**config.mk**
```make
export PLATFORM = sky130hd
export DESIGN_NAME = keypad_scanner
export DESIGN_NICKNAME = d
export VERILOG_FILES = /design/src/rtl/keypad_pkg.sv /design/src/rtl/keypad_scanner_sync_2ff.sv /design/src/rtl/keypad_scanner.sv
export SDC_FILE = /design/constraint.sdc
export NUM_CORES = 1
export LEC_CHECK = 0
export ABC_AREA = 1
export CORE_UTILIZATION = 50
export DETAILED_ROUTE_END_ITERATION = 7
export GPL_TIMING_DRIVEN = 0
export HOLD_SLACK_MARGIN = 0.08
export PLACE_DENSITY = 0.67
export SLEW_MARGIN = 20
export SYNTH_ARGS = -nofsm -noshare
export SYNTH_HDL_FRONTEND = slang
export SYNTH_SLANG_ARGS = --single-unit
```
**constraint.sdc**
```tcl
create_clock -name CLK -period 6.6 [get_ports CLK]
set_clock_uncertainty 0.15 [all_clocks]
set_input_delay 0.99 -clock CLK [delete_from_list [all_inputs] [get_ports CLK]]
set_output_delay 0.99 -clock CLK [all_outputs]
set_load 0.01 [all_outputs]
```
**src/rtl/keypad_pkg.sv**
```systemverilog
// Shared types, default timing constants and key-map helpers for the keypad scanner.
// Pure definitions: no latency, no flow control.
package keypad_pkg;

    typedef logic [3:0]  key_code_t;
    typedef logic [15:0] key_map_t;

    typedef enum logic [1:0] {
        IDLE    = 2'd0,
        PRESSED = 2'd1,
        MULTI   = 2'd2
    } kp_state_t;

    localparam int DEF_SCAN_DIV        = 2**14;
    localparam int DEF_DEBOUNCE_FRAMES = 4;
    localparam int DEF_REPEAT_FRAMES   = 64;

    function automatic logic [4:0] key_popcount(input key_map_t m);
        logic [4:0] n;
        n = '0;
        for (int i = 0; i < 16; i++) n = n + {4'd0, m[i]};
        return n;
    endfunction

    // Code of the lowest pressed key; only meaningful when exactly one bit is set.
    function automatic key_code_t key_to_code(input key_map_t m);
        key_code_t c;
        c = '0;
        for (int i = 15; i >= 0; i--) if (m[i]) c = i[3:0];
        return c;
    endfunction

endpackage

```
**src/rtl/keypad_scanner_sync_2ff.sv**
```systemverilog
// Two-flop synchroniser for asynchronous level inputs.
// Latency 2 CLK; no backpressure.
module sync_2ff #(
    parameter int W = 1
) (
    input  logic         CLK,
    input  logic         RESET,
    input  logic [W-1:0] d,
    output logic [W-1:0] q
);

    logic [W-1:0] meta;

    always_ff @(posedge CLK or posedge RESET) begin
        if (RESET) begin
            meta <= '0;
            q    <= '0;
        end else begin
            meta <= d;
            q    <= meta;
        end
    end

endmodule

```
**src/rtl/keypad_scanner.sv**
```systemverilog
// 4x4 keypad column scanner with whole-frame debounce and single-key strobe (auto-repeat with KP_REPEAT_EN).
// KEY_VALID lands 2 CLK after the accepting frame end; free-running, no backpressure.
module keypad_scanner
    import keypad_pkg::*;
#(
    parameter int SCAN_DIV        = DEF_SCAN_DIV,
    parameter int DEBOUNCE_FRAMES = DEF_DEBOUNCE_FRAMES,
    parameter int REPEAT_FRAMES   = DEF_REPEAT_FRAMES
) (
    input  logic       CLK,
    input  logic       RESET,
    output logic [3:0] KP_COL,
    input  logic [3:0] KP_ROW,
    output logic       KEY_VALID,
    output key_code_t  KEY_CODE,
    output logic       KEY_HELD,
    output logic       KEY_MULTI
);

    localparam int            CW        = $clog2(SCAN_DIV);
    localparam logic [CW-1:0] SLOT_LAST = CW'(SCAN_DIV - 1);
    localparam logic [3:0]    DEB       = 4'(DEBOUNCE_FRAMES);

    if (SCAN_DIV < 4 || DEBOUNCE_FRAMES < 1 || DEBOUNCE_FRAMES > 15 || REPEAT_FRAMES < 1) begin : g_param_check
        $error("keypad_scanner: parameter out of range");
    end

    logic [CW-1:0] slot_cnt;
    logic [1:0]    col;
    logic [3:0]    row_sync;
    logic          slot_end, frame_end, stable_upd;
    key_map_t      frame, cur_frame, last_frame, stable_map;
    logic [3:0]    stable_cnt, stable_cnt_nxt;

    sync_2ff #(.W(4)) u_row_sync (
        .CLK   (CLK),
        .RESET (RESET),
        .d     (KP_ROW),
        .q     (row_sync)
    );

    assign slot_end  = (slot_cnt == SLOT_LAST);
    assign frame_end = slot_end && (col == 2'd3);
    assign KP_COL    = ~(4'b0001 << col);

    always_ff @(posedge CLK or posedge RESET) begin
        if (RESET) begin
            slot_cnt <= '0;
            col      <= '0;
        end else if (slot_end) begin
            slot_cnt <= '0;
            col      <= col + 2'd1;
        end else begin
            slot_cnt <= slot_cnt + CW'(1);
        end
    end

    // Frame as it will stand once the current column's rows are written in.
    always_comb begin
        cur_frame = frame;
        for (int r = 0; r < 4; r++) cur_frame[{2'(r), col}] = ~row_sync[r];
    end

    always_comb begin
        if (cur_frame != last_frame)
            stable_cnt_nxt = 4'd1;
        else if (stable_cnt >= DEB)
            stable_cnt_nxt = DEB;
        else
            stable_cnt_nxt = stable_cnt + 4'd1;
    end

    always_ff @(posedge CLK or posedge RESET) begin
        if (RESET) begin
            frame      <= '0;
            last_frame <= '0;
            stable_map <= '0;
            stable_cnt <= '0;
            stable_upd <= 1'b0;
        end else begin
            stable_upd <= 1'b0;
            if (slot_end)
                frame <= cur_frame;
            if (frame_end) begin
                stable_cnt <= stable_cnt_nxt;
                last_frame <= cur_frame;
                if (stable_cnt_nxt == DEB) begin
                    stable_map <= cur_frame;
                    stable_upd <= 1'b1;
                end
            end
        end
    end

    kp_state_t  state, state_nxt;
    logic [4:0] key_cnt;
    key_code_t  key_code, code_nxt;
    logic       valid_nxt;

    assign key_cnt  = key_popcount(stable_map);
    assign key_code = key_to_code(stable_map);

    always_ff @(posedge CLK or posedge RESET) begin
        if (RESET) state <= IDLE;
        else       state <= state_nxt;
    end

    always_comb begin
        state_nxt = state;
        if (stable_upd) begin
            case (state)
                IDLE:    if (key_cnt == 5'd1)      state_nxt = PRESSED;
                         else if (key_cnt != 5'd0) state_nxt = MULTI;
                PRESSED: if (key_cnt == 5'd0)      state_nxt = IDLE;
                         else if (key_cnt != 5'd1) state_nxt = MULTI;
                MULTI:   if (key_cnt == 5'd0)      state_nxt = IDLE;
                default: state_nxt = IDLE;
            endcase
        end
    end

`ifdef KP_REPEAT_EN
    localparam int            RW        = $clog2(REPEAT_FRAMES + 1);
    localparam int            RSTEP     = (REPEAT_FRAMES / 4 < 1) ? 1 : REPEAT_FRAMES / 4;
    localparam logic [RW-1:0] RPT_FIRST = RW'(REPEAT_FRAMES);
    localparam logic [RW-1:0] RPT_STEP  = RW'(RSTEP);

    logic [RW-1:0] rep_cnt, rep_cnt_nxt;
    logic          rep_phase, rep_phase_nxt;
`endif

    always_comb begin
        valid_nxt = 1'b0;
        code_nxt  = KEY_CODE;
        if (stable_upd && key_cnt == 5'd1 &&
            (state == IDLE || (state == PRESSED && key_code != KEY_CODE))) begin
            valid_nxt = 1'b1;
            code_nxt  = key_code;
        end
`ifdef KP_REPEAT_EN
        rep_cnt_nxt   = rep_cnt;
        rep_phase_nxt = rep_phase;
        if (state_nxt != state || valid_nxt) begin
            rep_cnt_nxt   = '0;
            rep_phase_nxt = 1'b0;
        end else if (stable_upd && state == PRESSED) begin
            // First repeat after the long hold, then at the faster step rate.
            if (rep_cnt + RW'(1) == (rep_phase ? RPT_STEP : RPT_FIRST)) begin
                valid_nxt     = 1'b1;
                rep_cnt_nxt   = '0;
                rep_phase_nxt = 1'b1;
            end else begin
                rep_cnt_nxt = rep_cnt + RW'(1);
            end
        end
`endif
    end

`ifdef KP_REPEAT_EN
    always_ff @(posedge CLK or posedge RESET) begin
        if (RESET) begin
            rep_cnt   <= '0;
            rep_phase <= 1'b0;
        end else begin
            rep_cnt   <= rep_cnt_nxt;
            rep_phase <= rep_phase_nxt;
        end
    end
`endif

    always_ff @(posedge CLK or posedge RESET) begin
        if (RESET) begin
            KEY_VALID <= 1'b0;
            KEY_CODE  <= '0;
            KEY_HELD  <= 1'b0;
            KEY_MULTI <= 1'b0;
        end else begin
            KEY_VALID <= valid_nxt;
            KEY_CODE  <= code_nxt;
            KEY_HELD  <= (state_nxt == PRESSED);
            KEY_MULTI <= (state_nxt == MULTI);
        end
    end

endmodule

```
==> flow_summary.yaml <==
power_and_ir_drop:
  swShare_pct: 22.9
  clkPwrFrac_pct: 37.7
  power_w: 0.000884
  comb_power_share_pct: 2.2
  seqPwrFrac_pct: 60.1
  power_density_nw_per_um2: 180
  p_switching_w: 0.000203
  p_leak_nw: 2.38
  internal_power_w: 0.000681
  irDropWorstVdd_mv: 0.118
critical_path:
  crit_path_start_kind: "register"
  rrSetupSlack_ns: 1.90
  r2r_cells: 18
  critPathMaxFanout: 7
  timing.rr.end: "KEY_CODE[1]"
  worstReg2RegStart: "stable_map[11]"
  cp_data_required_time_ns: 6.68
  crit_type: "register to register"
  cp-end-kind: "register"
  cp.arrival_ns: 4.78
clock_tree:
  clockRootBuffer: "clkbuf_8"
  cts_made_buffers: 9
  cts.sinks: 86
  clk_pin_slew_ns: 0.09
  insertion_delay_ns: 0.34
  cts_tree: "yes"
  cts_hold_buffers: 0
  cts_setup_buffers: 0
  htreeDepth: 3
  clockBufferDepth: 2
  cts_resized: 0
global_route:
  antenna_found_initial: 0
  grt_pass1_vias: 3346
  grt_usage_pct: 21.0
  grt_overflow_total: 0
  grt_pass1_wl_um: 14800
  grt_max_degree: 51
floorplan:
  rows: 33
  start_util_pct: 52.8
  die_area_um2: 9230
  dieWidth_um: 96.1
  io-pin-count: 17
  core_area_um2: 8380
  die_height_um: 96.1
routing:
  dr_total_vias: 3234
  drc_errors: 0
  drt-total-wl_um: 8290
  vias_per_cell: 5.01
  routedWlPerCell_um: 12.9
  ant_nets: 0
  first_iter_violations: 149
  dr.pass1.iters: 4
min_path:
  min_to: "u_row_sync.q[3]"
  hold_class: "register to register"
  hp-start: "u_row_sync.meta[3]"
  hold-path-cell-count: 0
layout:
  mostFrequentLayoutCells: "nand2_1, dfrtp_1, inv_1"
  syn2layout_area_growth_pct: 11.1
  final_core_util_pct: 58.7
  final_common_cell: "nand2_1"
  n_fill_cell: 774
  fin_nets: 562
  fin_area_um2: 4920
  n_antenna_cell: 0
  drive_gt1_share_pct: 12.0
sta:
  period_needed_ns: 4.70
  hold_viol: 0
  grt_setup_unrepaired: "no"
  max_freq_ghz: 0.213
  fin_ws_ns: 1.90
  period_share_pct: 71.2
  finalSetupViolations: 0
  tns_ns: 0
  tightest_slew_ns: 0.614
  slew_headroom_pct: 59.1
  slew_viol_final: 0
logic_synthesis:
  synth_top_area_cell: "dfrtp_1"
  ys_types: 31
  syn_inst: 507
  ys_seq_area_share_pct: 48.6
  syn_avg_cell_area_um2: 8.73
  yosysWarnings: 0
  yosys-top-cells-area: "dfrtp_1, nand2_1, inv_1, o21ai_0, fa_1"
  netlist_area_um2: 4430
  synth_top_area_share_pct: 48.6
  syn_nets: 534
  ys_ff_latch: 86
placed_design:
  gp_congestion: 0.861
  hpwlAfterDp_um: 6340
  io_buffers: 16
  place_ws_ns: 1.90
  place_area_um2: 4740
status:
  outcome: "finished clean"
run:
  max-cap-violations: 0
how the worst max path moves through the flow:
stage               cells after the start     endpoint            from
global placement                        2     KEY_HELD           RESET
global route                           18  KEY_CODE[1]  stable_map[11]
detailed placement                     18  KEY_CODE[1]  stable_map[11]
CTS                                    18  KEY_CODE[1]  stable_map[11]
floorplan                              18  KEY_CODE[2]  stable_map[11]
finish                                 18  KEY_CODE[1]  stable_map[11]
through the flow:
step                      hold WS, ns  instances
after floorplan                 0.181        507
after global placement          0.183        628
after detailed placement        0.185        629
after CTS                       0.204        645
after global routing            0.215        645
final                           0.204        645
cells by family (layout without fill, tap and decap cells):
family | count (synthesis) | count (layout) | share of synthesized area [%]
xor gates and xnor gates | 18 | 18 | 3.56
adders and majority gates | 21 | 21 | 7.63
buffers and inverters | 93 | 126 | 8.68
AOI/OAI and AO/OA | 82 | 82 | 11.3
DFF | 86 | 86 | 48.6
and+or+nand+nor | 207 | 207 | 20.2
cell type report:
| type | instances | area (um2) | share of cell area (%) |
|---|---|---|---|
| buffer | 12 | 80.1 | 1.63 |
| clock inverter | 5 | 35.0 | 0.713 |
| sequential | 86 | 2150 | 43.8 |
| tap | 105 | 131 | 2.67 |
| clock buffer | 11 | 141 | 2.88 |
| timing repair buffer | 17 | 180 | 3.67 |
| multi-input combinational | 328 | 1890 | 38.4 |
| inverter | 81 | 307 | 6.24 |
power by group through the flow:
stage / Combinational (W) / Clock (W) / Sequential, W
2_1_floorplan: 0.0000117 / 0 / 0.000541
3_3_place_gp: 0.0000186 / 0 / 0.000541
3_5_place_dp: 0.0000207 / 0 / 0.000541
4_1_cts: 0.0000207 / 0.000339 / 0.000531
5_1_grt: 0.0000229 / 0.000365 / 0.000531
6_report: 0.0000197 / 0.000333 / 0.000531
critical path: stages, from the launching register on:
cell	delay (ns)
dfrtp_1	0.43
fa_1	0.54
inv_1	0.05
fa_1	0.47
inv_1	0.05
fa_1	0.48
inv_1	0.06
fa_1	0.47
inv_1	0.04
ha_1	0.20
fa_1	0.40
xnor2_1	0.15
nand3_1	0.11
nor3_1	0.16
nand3_1	0.12
nor2_1	0.36
nand2_1	0.20
nand2_1	0.09
nand2_1	0.06
sequential cells by signal, indices dropped and copies added (netlist names), 2 cells and up:
register / flops
frame: 16
col: 2
last_frame: 16
slot_cnt: 14
stable_map: 16
u_row_sync.meta: 4
KEY_CODE: 4
stable_cnt: 4
u_row_sync.q: 4
state: 2
layer usage:
metal  share of wire [%]  wire length [um]  GRT usage, %
met1                  47              3890          26.5
met2                  50              4140          36.8
met3                 1.5               126          2.61
met4                 1.6               131          7.71
met5                   0                 0             0
cell usage after synthesis:
cell	n
or2_2	3
a21oi_1	6
xor2_1	16
nand2_2	4
buf_4	1
nand3_1	17
ha_1	11
xnor2_1	2
clkinv_1	1
clkbuf_1	6
nand4_1	9
nor3_1	8
o21ai_2	21
buf_2	1
or2_1	1
fa_1	10
o21ai_0	41
buf_6	4
o21ai_1	11
a211oi_2	1
inv_2	5
inv_1	75
nor2_1	29
nand2_1	128
nand3_2	3
a31oi_1	1
nor3_2	2
o22ai_1	1
nor2_4	1
dfrtp_1	86
nor2_2	2
(Power assumes the default switching activity.)
